## src/rtl/kmp_prefix_table.sv

```systemverilog
// KMP prefix (LPS) table builder: loads the pattern from a synchronous ROM, then runs one
// LPS iteration per cycle. Optional iteration counter output enabled by KMP_PREFIX_STATS_EN.
module kmp_prefix_table #(
  parameter int PAT_LEN = 5,
  parameter int ADDR_W  = 3,
  parameter int DATA_W  = 8,
  parameter int LPS_W   = 3
) (
  input  logic              clk,
  input  logic              rst,
  input  logic              start,
  output logic [ADDR_W-1:0] pat_addr,
  input  logic [DATA_W-1:0] pat_data,
  input  logic [ADDR_W-1:0] query_idx,
  output logic [LPS_W-1:0]  query_val,
  output logic              busy,
  output logic              done,
`ifdef KMP_PREFIX_STATS_EN
  output logic [ADDR_W+1:0] iter_count,
`endif
  output logic [1:0]        actual_state
);

  localparam int CW = ADDR_W + 1;
  localparam logic [CW-1:0]     PL        = CW'(PAT_LEN);
  localparam logic [ADDR_W-1:0] LAST_ADDR = ADDR_W'(PAT_LEN - 1);

  typedef enum logic [1:0] {
    S_IDLE = 2'd0,
    S_LOAD = 2'd1,
    S_COMP = 2'd2,
    S_DONE = 2'd3
  } state_t;

  state_t            state_q, state_d;
  logic [CW-1:0]     ld_cnt_q, ld_cnt_d;
  logic [CW-1:0]     i_q, i_d;
  logic [CW-1:0]     len_q, len_d;
  logic [DATA_W-1:0] pat_q [PAT_LEN];
  logic [DATA_W-1:0] pat_d [PAT_LEN];
  logic [LPS_W-1:0]  lps_q [PAT_LEN];
  logic [LPS_W-1:0]  lps_d [PAT_LEN];
  logic [ADDR_W+1:0] iter_q, iter_d;

  logic [CW-1:0]     ld_m1, len_m1, len_p1, i_p1;
  logic [ADDR_W-1:0] i_idx, len_idx;

  assign ld_m1   = ld_cnt_q - 1'b1;
  assign len_m1  = len_q - 1'b1;
  assign len_p1  = len_q + 1'b1;
  assign i_p1    = i_q + 1'b1;
  assign i_idx   = i_q[ADDR_W-1:0];
  assign len_idx = len_q[ADDR_W-1:0];

  always_comb begin
    state_d  = state_q;
    ld_cnt_d = ld_cnt_q;
    i_d      = i_q;
    len_d    = len_q;
    pat_d    = pat_q;
    lps_d    = lps_q;
    iter_d   = iter_q;
    case (state_q)
      S_IDLE, S_DONE: begin
        // A restart wipes the old table so nothing stale survives into the rebuild.
        if (start) begin
          state_d  = S_LOAD;
          ld_cnt_d = '0;
          i_d      = '0;
          len_d    = '0;
          lps_d    = '{default: '0};
          iter_d   = '0;
        end
      end
      S_LOAD: begin
        ld_cnt_d = ld_cnt_q + 1'b1;
        // ROM data lags the address by one cycle.
        if (ld_cnt_q != '0) pat_d[ld_m1[ADDR_W-1:0]] = pat_data;
        if (ld_cnt_q == PL) begin
          state_d  = S_COMP;
          i_d      = CW'(1);
          len_d    = '0;
          lps_d[0] = '0;
        end
      end
      S_COMP: begin
        if (i_q == PL) begin
          state_d = S_DONE;
        end else begin
          iter_d = iter_q + 1'b1;
          if (pat_q[i_idx] == pat_q[len_idx]) begin
            lps_d[i_idx] = LPS_W'(len_p1);
            len_d        = len_p1;
            i_d          = i_p1;
          end else if (len_q != '0) begin
            len_d = CW'(lps_q[len_m1[ADDR_W-1:0]]);
          end else begin
            lps_d[i_idx] = '0;
            i_d          = i_p1;
          end
        end
      end
      default: state_d = S_IDLE;
    endcase
  end

  always_ff @(posedge clk or posedge rst) begin
    if (rst) begin
      state_q  <= S_IDLE;
      ld_cnt_q <= '0;
      i_q      <= '0;
      len_q    <= '0;
      pat_q    <= '{default: '0};
      lps_q    <= '{default: '0};
      iter_q   <= '0;
    end else begin
      state_q  <= state_d;
      ld_cnt_q <= ld_cnt_d;
      i_q      <= i_d;
      len_q    <= len_d;
      pat_q    <= pat_d;
      lps_q    <= lps_d;
      iter_q   <= iter_d;
    end
  end

  always_comb begin
    pat_addr = '0;
    if (state_q == S_LOAD)
      pat_addr = (ld_cnt_q < PL) ? ld_cnt_q[ADDR_W-1:0] : LAST_ADDR;
  end

  assign query_val    = ({1'b0, query_idx} < PL) ? lps_q[query_idx] : '0;
  assign busy         = (state_q == S_LOAD) || (state_q == S_COMP);
  assign done         = (state_q == S_DONE);
  assign actual_state = state_q;

`ifdef KMP_PREFIX_STATS_EN
  assign iter_count = iter_q;
`else
  logic unused_iter;
  assign unused_iter = ^iter_q;
`endif

endmodule

```

## config.mk

```make
export PLATFORM = sky130hd
export DESIGN_NAME = kmp_prefix_table
export DESIGN_NICKNAME = d
export VERILOG_FILES = /design/src/rtl/kmp_prefix_table.sv
export SDC_FILE = /design/constraint.sdc
export NUM_CORES = 1
export LEC_CHECK = 0
export ABC_AREA = 1
export CAP_MARGIN = 5
export CORE_ASPECT_RATIO = 1.75
export CORE_UTILIZATION = 38
export DETAILED_ROUTE_END_ITERATION = 10
export PLACE_DENSITY_LB_ADDON = 0.12
export SYNTH_ARGS = -nofsm -noshare
export SYNTH_HDL_FRONTEND = slang
export SYNTH_SLANG_ARGS = --single-unit
```

## constraint.sdc

```tcl
create_clock -name clk -period 6.86 [get_ports clk]
set_input_delay 1.372 -clock clk [delete_from_list [all_inputs] [get_ports clk]]
set_output_delay 1.372 -clock clk [all_outputs]
set_load 0.01 [all_outputs]
```

==> flow_metrics.env <==
export IMPL_status="completed"
export IMPL_cts_root_buf="clkbuf_16"
export IMPL_pwr_density_cell_nw_per_um2=399.0
export IMPL_ant_nets=0
export IMPL_cp_max_fo=9
export IMPL_cts_sinks=69
export IMPL_cts_tree="yes"
export IMPL_yosysTopAreaCellShare_pct=37.04
export IMPL_seq_area_frac_synth_pct=37.04
export IMPL_antenna_found_initial=0
export IMPL_fp_coreArea_um2=12000
export IMPL_vias=4679
export IMPL_cts_setup_buffers=0
export IMPL_die_w_um=85.73
export IMPL_finClkSkew_ns=0.006870
export IMPL_worst_setup_path_end_kind="output pin"
export IMPL_yosys_area_top_type="dfrtp_1"
export IMPL_min_period_ns=4.541
export IMPL_antenna_cells=0
export IMPL_drtPass1Iterations=5
export IMPL_clk_latency_ns=0.34
export IMPL_start_util_pct=38.84
export IMPL_switching_share_pct=44.56
export IMPL_crit_required_ns=5.49
export IMPL_place_congestion=0.8582
export IMPL_grt_pass1_wl_um=22380
export IMPL_fin_nets=750
export IMPL_drive_gt1_share_pct=4.115
export IMPL_hold_viol_final=0
export IMPL_syn_nets=743
export IMPL_vdd_drop_max_uv=166.7
export IMPL_start_kind="primary input"
export IMPL_wl_per_cell_um=15.06
export IMPL_pwr_share_seq_pct=32.2
export IMPL_synth_seq_cells=69
export IMPL_relSlewSlack_pct=38.53
export IMPL_htree_num_levels=3
export IMPL_hold_path_class="reg -> reg"
export IMPL_gr_total_overflow=0
export IMPL_rsz0062_at_grt="no"
export IMPL_remaining_drc_errors=0
export IMPL_drt_iter0_markers=277
export IMPL_routed_via_density=5.234
export IMPL_drv_cap=0
export IMPL_slew_violations=0
export IMPL_dpl_worst_slack_ns=2.366
export IMPL_wl_um=13460
export IMPL_power_switching_mw=0.9381
export IMPL_syn_to_final_growth_pct=13.20
export IMPL_fin_setup_tns_ns=0
export IMPL_die_area_um2=12730
export IMPL_p_leak_nw=2.692
export IMPL_syn_cell_area_um2=4662
export IMPL_gr_usage_all_layers_pct=22.59
export IMPL_setup_ws_ns=2.319
export IMPL_seq_area_um2=1727
export IMPL_hold_buffers=0
export IMPL_synth_distinct_cells=32
export IMPL_clk_path_buf_depth=2
export IMPL_syn_avg_cell_area_um2=6.502
export IMPL_setup_viol_count_final=0
export IMPL_worst_slew_pin_slew_ns=0.9221
export IMPL_synthCells=717
export IMPL_hpwl_um=9503
export IMPL_combPwrFrac_pct=44.7
export IMPL_cts_resized=0
export IMPL_io_buffers=23
export IMPL_synth_area_top_cells="dfrtp_1 (37%), nand2_1 (19%), nand3_1 (8.9%), o21ai_0 (7.7%), nor2_1 (6.6%)"
export IMPL_first_global_vias=4495
export IMPL_grt_max_degree=70
export IMPL_path_class="in -> out"
export IMPL_max_freq_mhz=220.2
export IMPL_clockPowerShare_pct=23.1
export IMPL_ys_warn_count=0
export IMPL_critPathArrivalTime_ns=3.17
export IMPL_nFillCells=1273
export IMPL_fp_dieH_um=148.5
export IMPL_cts_buffers=9
export IMPL_intPower_mw=1.167
export IMPL_ys_flop_type="dfrtp_1"
export IMPL_synth_async_reset_ratio_pct=100.0
export IMPL_finalCritPeriodShare_pct=66.20
export IMPL_clkTransAtPathRegs_ns=0.06
export IMPL_rows=53
export IMPL_synth_edff_count=0
export IMPL_multi_input_area_um2=2535
export IMPL_ios=24
## state kept, by name, indices dropped and copies added (netlist names)
register / flops
i_q: 4
ld_cnt_q: 4
actual_state: 2
pat_q: 40
len_q: 4
lps_q: 15
## synth_stat cells, drive strengths merged, types with 3 or more instances
cell	instances
dfrtp	69
nor3	3
o21ai	77
nand3	83
nand4	18
clkbuf	9
nor2	85
a21oi	17
nand2	243
inv	63
o22ai	5
buf	21
ha	12
## cell type report
type                            count  area share (%)
Multi-Input combinational cell    553           48.03
Sequential cell                    69           32.72
Clock buffer                       13           5.121
Timing Repair Buffer               26           4.789
Inverter                           65           4.623
Tap cell                          165           3.912
Clock inverter                      3          0.8061
## metrics by stage
| step | util (%) | instances | power [mW] | instance area, µm² | hold WS [ns] |
|---|---|---|---|---|---|
| CTS | 43.97 | 894 | 2.115 | 5278 | 0.5158 |
| global placement | 41.36 | 878 | 1.603 | 4965 | 0.4926 |
| finish | 43.97 | 894 | 2.106 | 5278 | 0.5142 |
| global route | 43.97 | 894 | 2.281 | 5278 | 0.5482 |
| floorplan | - | 717 | 1.350 | 4662 | 0.4708 |
| detailed placement | 41.36 | 878 | 1.622 | 4965 | 0.5005 |
## path summary, 6_finish.rpt
check | from | end | slack (ns) | cells past startpoint
min in group asynchronous | rst | actual_state[0] | 1.62 | 3
max in group asynchronous | rst | pat_q[8] | 4.63 | 3
worst max register to register | i_q[0] | lps_q[8] | 3.21 | 16
worst min-delay path | lps_q[1] | lps_q[1] | 0.51 | 2
worst min register to register | lps_q[1] | lps_q[1] | 0.51 | 2
worst max-delay path | query_idx[0] | query_val[2] | 2.32 | 8
## layout by cell type (no fill, tap or decap), types with 9 or more instances in the layout
cell               n
clkbuf_16          9
a21oi_1           17
clkdlybuf4s50_1   23
nand4_1           18
nand2_1          241
nor2_1            82
ha_1              12
inv_1             58
dfrtp_1           69
o21ai_0           72
nand3_1           83
## cells by family (layout without fill, tap and decap cells)
logic type | Yosys count | in the layout | share of synthesized area [%]
AND/OR/NAND/NOR | 433 | 433 | 38.78
buffers and inverters | 95 | 107 | 8.588
AO/OA/AOI/OAI | 104 | 104 | 11.62
adder cells (fa/ha/maj) | 12 | 12 | 3.221
flip-flops | 69 | 69 | 37.04
XOR/XNOR | 4 | 4 | 0.7516
## power groups by stage
stage               Combinational (mW)  Sequential (mW)  Clock, mW
floorplan                        0.715            0.634          0
global placement                 0.922            0.681          0
detailed placement               0.939            0.683          0
CTS                              0.941            0.678      0.497
global route                      1.08            0.696      0.510
finish                           0.941            0.677      0.487
## layer usage
metal / vias up / track usage (%) / part of all wire, %
li1: 2329 / - / -
met1: 2205 / 25.12 / 39
met5: - / 0 / 0
met4: 0 / 8.417 / 2.7
met3: 24 / 3.774 / 3.5
met2: 121 / 42.28 / 54
## worst max-delay path, cell delays in order
cell	delay, ns
clkdlybuf4s50_1	0.57
inv_1	0.17
a21oi_1	0.16
o21ai_0	0.09
o21ai_0	0.09
nor2_1	0.06
a21oi_1	0.12
clkdlybuf4s50_1	0.55
No activity file was read; power rests on OpenSTA's default activity.
